### config.mk
export PLATFORM = sky130hd
export DESIGN_NAME = uart_rx
export DESIGN_NICKNAME = d
export VERILOG_FILES = /design/src/rtl/uart_rx.sv
export SDC_FILE = /design/constraint.sdc
export NUM_CORES = 1
export LEC_CHECK = 0
export BUFFER_PORTS_ARGS = -buffer_cell sky130_fd_sc_hd__buf_2
export CORE_MARGIN = 2
export CORE_UTILIZATION = 35
export CTS_BUF_LIST = sky130_fd_sc_hd__clkbuf_2 sky130_fd_sc_hd__clkbuf_4 sky130_fd_sc_hd__clkbuf_8
export CTS_CLUSTER_DIAMETER = 40
export DETAILED_ROUTE_END_ITERATION = 6
export SYNTH_ARGS = -nofsm -noshare
export SYNTH_HDL_FRONTEND = slang
export SYNTH_SLANG_ARGS = --single-unit
### constraint.sdc
create_clock -name clk -period 2 [get_ports clk]
set_input_delay 0.1 -clock clk [delete_from_list [all_inputs] [get_ports clk]]
set_output_delay 0.1 -clock clk [all_outputs]
set_load 0.01 [all_outputs]
### src/rtl/uart_rx.sv
// UART receive deserializer driven by a 16x oversampling tick.
// Recovers start/data/stop framing from a 2-flop synchronized rx line.
module uart_rx #(
  parameter int DBIT    = 8,
  parameter int SB_TICK = 16
) (
  input  logic            clk,
  input  logic            rst,
  input  logic            rx,
  input  logic            s_tick,
  output logic [DBIT-1:0] dout,
  output logic            rx_done_tick,
  output logic            frame_err,
  output logic            busy
);

  typedef enum logic [1:0] {
    IDLE  = 2'd0,
    START = 2'd1,
    DATA  = 2'd2,
    STOP  = 2'd3
  } state_t;

  localparam logic [5:0] START_MID = 6'd7;
  localparam logic [5:0] BIT_LAST  = 6'd15;
  localparam logic [5:0] STOP_LAST = 6'(SB_TICK - 1);
  localparam logic [2:0] N_LAST    = 3'(DBIT - 1);

  state_t          state;
  logic            rx_meta;
  logic            rx_s;
  logic [5:0]      s;
  logic [2:0]      n;
  logic [DBIT-1:0] b;

  // Synchronizer resets to the idle (high) line level so reset never looks like a start bit.
  always_ff @(posedge clk or negedge rst) begin
    if (!rst) begin
      rx_meta <= 1'b1;
      rx_s    <= 1'b1;
    end else begin
      rx_meta <= rx;
      rx_s    <= rx_meta;
    end
  end

  always_ff @(posedge clk or negedge rst) begin
    if (!rst) begin
      state        <= IDLE;
      s            <= '0;
      n            <= '0;
      b            <= '0;
      dout         <= '0;
      frame_err    <= 1'b0;
      rx_done_tick <= 1'b0;
      busy         <= 1'b0;
    end else begin
      rx_done_tick <= 1'b0;
      case (state)
        IDLE: begin
          if (!rx_s) begin
            state <= START;
            s     <= '0;
            busy  <= 1'b1;
          end
        end
        START: begin
          if (s_tick) begin
            if (s == START_MID) begin
              if (!rx_s) begin
                state <= DATA;
                s     <= '0;
                n     <= '0;
              end else begin
                // Start bit did not survive to mid-bit: treat as a glitch.
                state <= IDLE;
                busy  <= 1'b0;
              end
            end else begin
              s <= s + 6'd1;
            end
          end
        end
        DATA: begin
          if (s_tick) begin
            if (s == BIT_LAST) begin
              s <= '0;
              b <= {rx_s, b[DBIT-1:1]};
              if (n == N_LAST) state <= STOP;
              else             n     <= n + 3'd1;
            end else begin
              s <= s + 6'd1;
            end
          end
        end
        STOP: begin
          if (s_tick) begin
            if (s == STOP_LAST) begin
              state        <= IDLE;
              busy         <= 1'b0;
              dout         <= b;
              frame_err    <= ~rx_s;
              rx_done_tick <= 1'b1;
            end else begin
              s <= s + 6'd1;
            end
          end
        end
        default: begin
          state <= IDLE;
          busy  <= 1'b0;
        end
      endcase
    end
  end

endmodule

Yosys cells after proc, flatten, opt, wreduce, memory -nomap -nowiden:

Cells that the tools add are included.

* equality and inequality tests: 18
* shift operators: 0
* $add $sub $neg: 2
* bitwise operators: 1
* divide/modulo/power cells: 0
* multiply operators: 0
* mux-type cells: 35
* $lt $le $gt $ge: 0
* reduce and logical (&&, ||, !) cells: 9

Operators by type and width (count)
* 6-bit two-way mux: 7
* 2-bit != test (second input constant): 12
* 6-bit one-hot mux with 4 select lines: 1
* 2-bit two-way mux: 9
* 3-bit two-way mux: 6
* 7-bit AND reduction: 2
* 1-bit two-way mux: 9
* 2-bit one-hot mux with 4 select lines: 1
* 8-bit AND reduction: 1
* 6-bit by 1-bit adder with 6-bit output (second input constant): 1
* 6-bit by 3-bit == test with 1-bit output (second input constant): 1
* 6-bit by 4-bit == test with 1-bit output (second input constant): 1
* 3-bit one-hot mux with 2 select lines: 1
* 3-bit AND reduction: 2
* 2-bit == test (second input constant): 2
* 4-bit AND reduction: 1
* 3-bit by 1-bit adder with 3-bit output (second input constant): 1
* 3-bit == test (second input constant): 1
* 1-bit one-hot mux with 3 select lines: 1
* 3-bit nonzero test: 1
* 2-bit by 1-bit == test with 1-bit output (second input constant): 1
* 2-bit logical NOT: 1
* 2-bit nonzero test: 1
* 1-bit NOT: 1

* latch bits: 0
* bits in writable memories: 0
* output and inout bits: 11
* memories: 0
* bits in read-only memories: 0
* logic and storage cells: 75
* bits in registers: 32

Logic depth before layout (Yosys ltp):

Gate-level depths: netlist of the first run.

* depth after elaboration: 5
* depth in mapped cells: 7
* gate-level depth less buffers: 6

Least setup slack after synthesis of the first run:

OpenSTA, ideal clock, no wires.

* kind: register to register
* start point: register s[0]
* end point: register s[0]
* setup time: 125 ps
* clock period less this slack: 1737 ps
* setup slack: 263 ps
* stages on the path, launching flop included: 7
* buffers on the path: 1
* arrival time: 1612 ps
* required time: 1875 ps
* cell sequence: dfrtp_1 ha_1 and4bb_1 buf_6 a41o_1 o21bai_4 mux2_4

* word-level cells in the longest chain between the ends: 4

RTL lines
* start: declaration: line 32 `logic [5:0] s;`
* start signal: assignment: line 80 `s <= s + 6'd1;`
* start signal: assignment: line 92 `s <= s + 6'd1;`
* start signal: assignment: line 105 `s <= s + 6'd1;`
* 6-bit by 1-bit adder with 6-bit output (tied with other cells): line 80, 92, 105
* 6-bit two-way mux (on tied branches): line 98, 69, 86
* 6-bit two-way mux (on tied branches): line 97, 68, 85
* 6-bit one-hot mux with 4 select lines: line 59 `case (state)`

Parallel ways exist; a longest one is shown, timed or not. The select of a mux whose other input is x is not followed.
A chain may end at the register's enable or synchronous reset.

Worst setup path in the final report of the first run:

* start point: register s[0]
* end point: register dout[4]

* word-level cells in the longest chain between the ends: 2

RTL lines
* 6-bit by 4-bit == test with 1-bit output: line 98 `if (s == STOP_LAST) begin`
* 3-bit AND reduction (no source line)
* end signal: assignment: line 53 `dout <= '0;`
* end signal: assignment: line 101 `dout <= b;`
* end: declaration: line 11 `output logic [DBIT-1:0] dout,`

Every way passes these cells.

==> impl_metrics.csv, run 1 <==
group,metric,value,unit
synth,synth_top_area_cell,"dfrtp_1",
synth,synth.avg_cell_area,12.3,um^2
place,dp_hpwl,1.90,mm
final_layout,area_growth_syn_to_layout,16.8,%
global_routing,grt_max_degree,33,
detailed_routing,drtAntennaViolNets,0,
critical_path,cp_slowest_cell,"dfrtp_1",
synth,netlist-cell-type-count,39,
floorplanning,core,0.00403,mm^2
synth,synth_enable_flop_cells,0,
detailed_routing,drtPass1Iterations,4,
place,dpl_cell_area,0.00162,mm^2
synth,ys_seq_area_frac,0.541,
timing,finalSetupViolations,0,
place,place_ws,0.0939,ns
critical_path,crit_path_cell_trace,"ha_2 -> and4bb_1 -> nand4_1 -> nor2_4 -> buf_12 -> mux2_1",
synth,async_flop_share,1.00,
global_routing,grt_pass1_wl,4.90,mm
global_routing,grt_pass1_vias,997,
final_layout,layout_commonest_cell,"dfrtp_1",
floorplanning,pin_count,15,
detailed_routing,drt-initial-drc-count,110,
clock_tree,clk_latency,0.28,ns
clock_tree,cts_inserted_buffers,5,
final_layout,layout_common_cells,"dfrtp_1, buf_2, mux2_2",
detailed_routing,wl,2.80,mm
timing,finalHoldViolations,0,
synth,synthFlopType,"dfrtp_1",
timing,period_share,0.957,
timing,max_freq,523,MHz
timing,skew,0.00408,ns
final_layout,diodes,0,
critical_path,cp.required,2.16,ns
global_routing,antenna_found_initial,0,
critical_path,crit_path_end_kind,"register",
synth,synth_nets,128,
critical_path,critPathMaxStageDelay,0.42,ns
clock_tree,cts_tree,"yes",
critical_path,cp_max_fo,9,
detailed_routing,vias_per_cell,5.30,
final_layout,drive_above_1_share,0.322,
timing,final.min_clock_period,1.91,ns
synth,synth.area.top_cells,"dfrtp_1, mux2_2, mux2_1",
clock_tree,clock_sinks,32,
floorplanning,die-area,0.00478,mm^2
floorplanning,start_util,0.369,
job,maxCapViolations,0,
floorplanning,die_x,69.1,um
min_path,hp-class,"in -> reg",
global_routing,gr-total-overflow,0,
detailed_routing,num_vias,1023,
clock_tree,cts_root_buf,"clkbuf_8",
detailed_routing,drc,0,
floorplanning,die-height,69.1,um
timing,maxSlewHeadroom,0.533,
clock_tree,cts_max_path_buffers,2,
timing,worst_slack,0.0870,ns
synth,synth_top_area_frac,0.505,
timing,worst_pin_slew,0.701,ns
final_layout,postLayoutCellArea,0.00173,mm^2
critical_path,start_kind,"register",
global_routing,track_usage,0.131,
detailed_routing,routedWlPerCell,14.5,um
power,pwr_density_cell,1040,mW/mm^2
final_layout,fin_nets,150,
floorplanning,rows,23,
clock_tree,clkSlewWorstSetupHoldPaths,0.06,ns
critical_path,critPathKind,"reg -> reg",
synth,netlist_instances,121,
power,power.leakage,0.000858,uW
critical_path,crit_arrival,2.08,ns
run_status,status,"finished, final reports clean",
synth,netlist_area,0.00149,mm^2
place,io_buffers,14,
synth,synth-seq-cells,32,
synth,yosys_warnings,0,
clock_tree,ctsHtreeMaxLevel,2,
power,max-vdd-ir-drop,0.000494,V
place,place.gp.congestion,0.783,
timing,maxSlewViolCount,0,
## Yosys cell counts, drive strengths merged, types with 2 or more instances
| library cell | instances |
|---|---|
| and3 | 2 |
| nand4 | 3 |
| dfstp | 2 |
| inv | 5 |
| and2 | 2 |
| ha | 3 |
| dfrtp | 30 |
| o21ai | 4 |
| nor2 | 7 |
| a21oi | 4 |
| nand3 | 6 |
| nand2 | 7 |
| clkbuf | 2 |
| mux2 | 19 |
| a31oi | 5 |
| buf | 4 |
| o211ai | 2 |
## repair_timing
action                                  CTS  global route
hold endpoints to repair                 31             0
gates resized for setup                   0             2
endpoints found under the setup margin    0             8
setup buffers                             0             1
hold buffers                              2             0
## where the power goes
group | internal [uW] | leakage, uW | switching (uW) | total [uW]
logic | 217 | 0.000398 | 209 | 426
clock network | 249 | 0.0000445 | 224 | 473
registers | 762 | 0.000415 | 135 | 897
total | 1230 | 0.000858 | 567 | 1800
## through the flow
step	setup TNS (ns)	hold slack [ns]	instances	total power [uW]	utilization
2_1_floorplan	0	-0.196	121	1210	-
3_3_place_gp	0	0.179	183	1310	0.402
3_5_place_dp	0	0.196	183	1320	0.402
4_1_cts	0	0.181	192	1810	0.427
5_1_grt	-0.0385	0.214	193	1930	0.430
6_report	0	0.192	193	1800	0.430
## cell type report
type,instances,area (um^2)
clock buffer,6,76.3
clock inverter,1,5.00
fill,395,2290
inverter,5,18.8
multi-input combinational,78,628
sequential,32,803
tap,50,62.6
timing repair buffer,21,140
## logic make-up after synthesis
family	synth area share
AOI/OAI and AO/OA	0.130
and+or+nand+nor	0.116
DFF	0.541
buffers and inverters	0.0413
muxes	0.147
adders and majority gates	0.0253
## registers in the layout (all words and copies together) (netlist names), named ones only
register	cells
busy	1
rx_s	1
s	6
state	1
b	8
frame_err	1
dout	8
rx_meta	1
n	3
rx_done_tick	1
## final timing paths
check,end,from,slack (ns),cells past startpoint
max,dout[4],s[0],0.09,6
min,register,s_tick,0.19,3
max reg2reg,dout[4],s[0],0.09,6
min reg2reg,rx_s,rx_meta,0.36,0
max in group asynchronous,b[3],rst,1.15,2
min in group asynchronous,n[1],rst,0.39,2
## per-layer routing
metal / wire length (um) / up-vias / GRT usage
li1: - / 481 / -
met3: 173 / 7 / 0.0512
met1: 1300 / 505 / 0.176
met5: 0 / - / 0
met4: 47 / 0 / 0.0654
met2: 1280 / 30 / 0.181
## critical path: cells and delay by family, from the launching register on
kind,cells,cell delay [ns]
simple gates,3,0.68
flops,1,0.42
mux,1,0.32
fa+ha+maj,1,0.23
buf+inv,1,0.14
No activity file was read; power rests on OpenSTA's default activity.
==> run 2, diff against run 1 <==
==> constraint.sdc (replaced) <==
create_clock -name clk -period 2.21 [get_ports clk]
set_input_delay 0.1105 -clock clk [delete_from_list [all_inputs] [get_ports clk]]
set_output_delay 0.1105 -clock clk [all_outputs]
set_load 0.01 [all_outputs]
==> run 2 against run 1 <==
Net effect:
- die area is the same
- cell count shrank 0.52%
- clock power grew 16%
- register-to-register slack gained 0.24 ns
- sequential share of layout area grew 0.13 points
- total power shrank 3.0%
- core utilization shrank 0.12 points
- final area shrank 0.29%
- worst setup slack gained 0.24 ns
- clock skew grew 0.0054 ns
- global-route usage shrank 0.078 points
==> impl_metrics.csv, run 2 (synthesis results as in run 1) <==
group,metric,value,unit
place,dpl_cell_area,0.00160,mm^2
final_layout,area_growth_syn_to_layout,16.4,%
timing,fin_hold_ws,0.236,ns
run_status,status,"finished, final reports clean",
critical_path,start_kind,"register",
global_routing,grt_pass1_wl,4.90,mm
detailed_routing,vias_per_cell,5.35,
floorplanning,die_x,69.1,um
final_layout,seq_area,803,um^2
power,pwr_density_cell,1010,mW/mm^2
detailed_routing,drt-initial-drc-count,87,
place,place.gp.congestion,0.836,
min_path,hp-class,"in -> reg",
timing,max_freq,530,MHz
detailed_routing,drtPass1Iterations,4,
final_layout,fin_nets,148,
detailed_routing,drc,0,
clock_tree,cts_tree,"yes",
timing,period_share,0.854,
final_layout,multiInputGateArea,621,um^2
final_layout,reg.largest.list,"b x8, dout x8, s x6",
critical_path,crit_arrival,2.05,ns
floorplanning,pin_count,15,
timing,tns,0,ns
timing,finalSetupViolations,0,
min_path,holdCritStartpoint,"s_tick",
clock_tree,cts_setup_buffers,0,
clock_tree,cts_max_path_buffers,2,
timing,rsz0062_at_grt,"no",
critical_path,rr_startpoint,"s[0]",
power,power.leakage,0.000857,uW
timing,finalHoldViolations,0,
final_layout,layout_common_cells,"dfrtp_1, buf_2, mux2_2",
timing,worst_pin_slew,0.703,ns
final_layout,diodes,0,
detailed_routing,routedWlPerCell,14.5,um
timing,maxSlewViolCount,0,
floorplanning,rows,23,
job,maxCapViolations,0,
critical_path,rrSetupSlack,0.32,ns
critical_path,worst_r2r_path_depth,6,
clock_tree,cts_root_buf,"clkbuf_8",
clock_tree,clkSlewWorstSetupHoldPaths,0.07,ns
timing,final.min_clock_period,1.89,ns
detailed_routing,drtAntennaViolNets,0,
global_routing,gr-total-overflow,0,
place,io_buffers,14,
floorplanning,core,0.00403,mm^2
final_layout,nFillCells,385,
final_layout,drive_above_1_share,0.310,
floorplanning,die-area,0.00478,mm^2
global_routing,antenna_found_initial,0,
critical_path,critPathKind,"reg -> reg",
critical_path,cp.required,2.37,ns
floorplanning,die-height,69.1,um
global_routing,grt_pass1_vias,992,
critical_path,crit_path_end_kind,"register",
detailed_routing,wl,2.78,mm
timing,maxSlewHeadroom,0.531,
detailed_routing,num_vias,1027,
global_routing,grt_max_degree,33,
clock_tree,ctsHtreeMaxLevel,2,
clock_tree,clock_sinks,32,
clock_tree,cts_inserted_buffers,5,
place,dp_hpwl,1.91,mm
critical_path,startpoint,"s[0]",
power,max-vdd-ir-drop,0.000527,V
clock_tree,clk_latency,0.28,ns
final_layout,layout_commonest_cell,"dfrtp_1",
final_layout,postLayoutCellArea,0.00173,mm^2
critical_path,cp_max_fo,9,
global_routing,track_usage,0.130,
min_path,hold_depth,3,
timing,skew,0.00951,ns
floorplanning,start_util,0.369,
==> run 2: changes by cell type in the layout (fill, tap and decap cells not counted), sizes merged <==
cell      before  now
buf           19   17
bufinv         0    1
clkbuf         6    5
clkinvlp       0    1
==> run 2: final cells by class <==
| class | instances | area share |
|---|---|---|
| multi-input combinational | 78 | 0.359 |
| sequential | 32 | 0.465 |
| tap | 50 | 0.0362 |
| clock inverter | 3 | 0.0246 |
| clock buffer | 5 | 0.0398 |
| timing repair buffer | 19 | 0.0651 |
| inverter | 5 | 0.0109 |
==> run 2: power breakdown <==
group          internal, uW  total (uW)  switching [uW]  leakage [uW]
Sequential              689         808             119      0.000415
Clock                   333         549             216     0.0000541
Combinational           192         384             192      0.000388
==> run 2: critical path: stages, from the launching register on <==
cell	delay (ns)
dfrtp_1	0.40
ha_1	0.22
and4bb_1	0.27
nand4_1	0.14
nor2_2	0.18
buf_4	0.21
mux2_1	0.34
==> run 2: per-layer routing <==
metal / track usage / part of all wire / up-vias
li1: - / - / 484
met5: 0 / 0 / -
met2: 0.174 / 0.45 / 45
met3: 0.0556 / 0.082 / 2
met1: 0.182 / 0.46 / 496
met4: 0.0523 / 0.0086 / 0
==> run 2: worst paths after layout <==
kind,end
min in group asynchronous,busy
max in group asynchronous,s[0]
min,register
max,dout[0]
max reg2reg,dout[0]
min reg2reg,rx_s
==> run 2: metrics by stage <==
step	total power, uW	util	worst slack [ns]	std cells
after floorplan	1090	-	0.473	121
after global placement	1180	0.397	0.378	182
after detailed placement	1200	0.397	0.331	182
after CTS	1760	0.429	0.330	192
after global routing	1870	0.429	0.208	192
final	1740	0.429	0.322	192
==> run 2: repair_timing <==
item,4_1_cts,5_1_grt
gates resized for setup,0,0
hold endpoints to repair,31,0
hold buffers,2,0
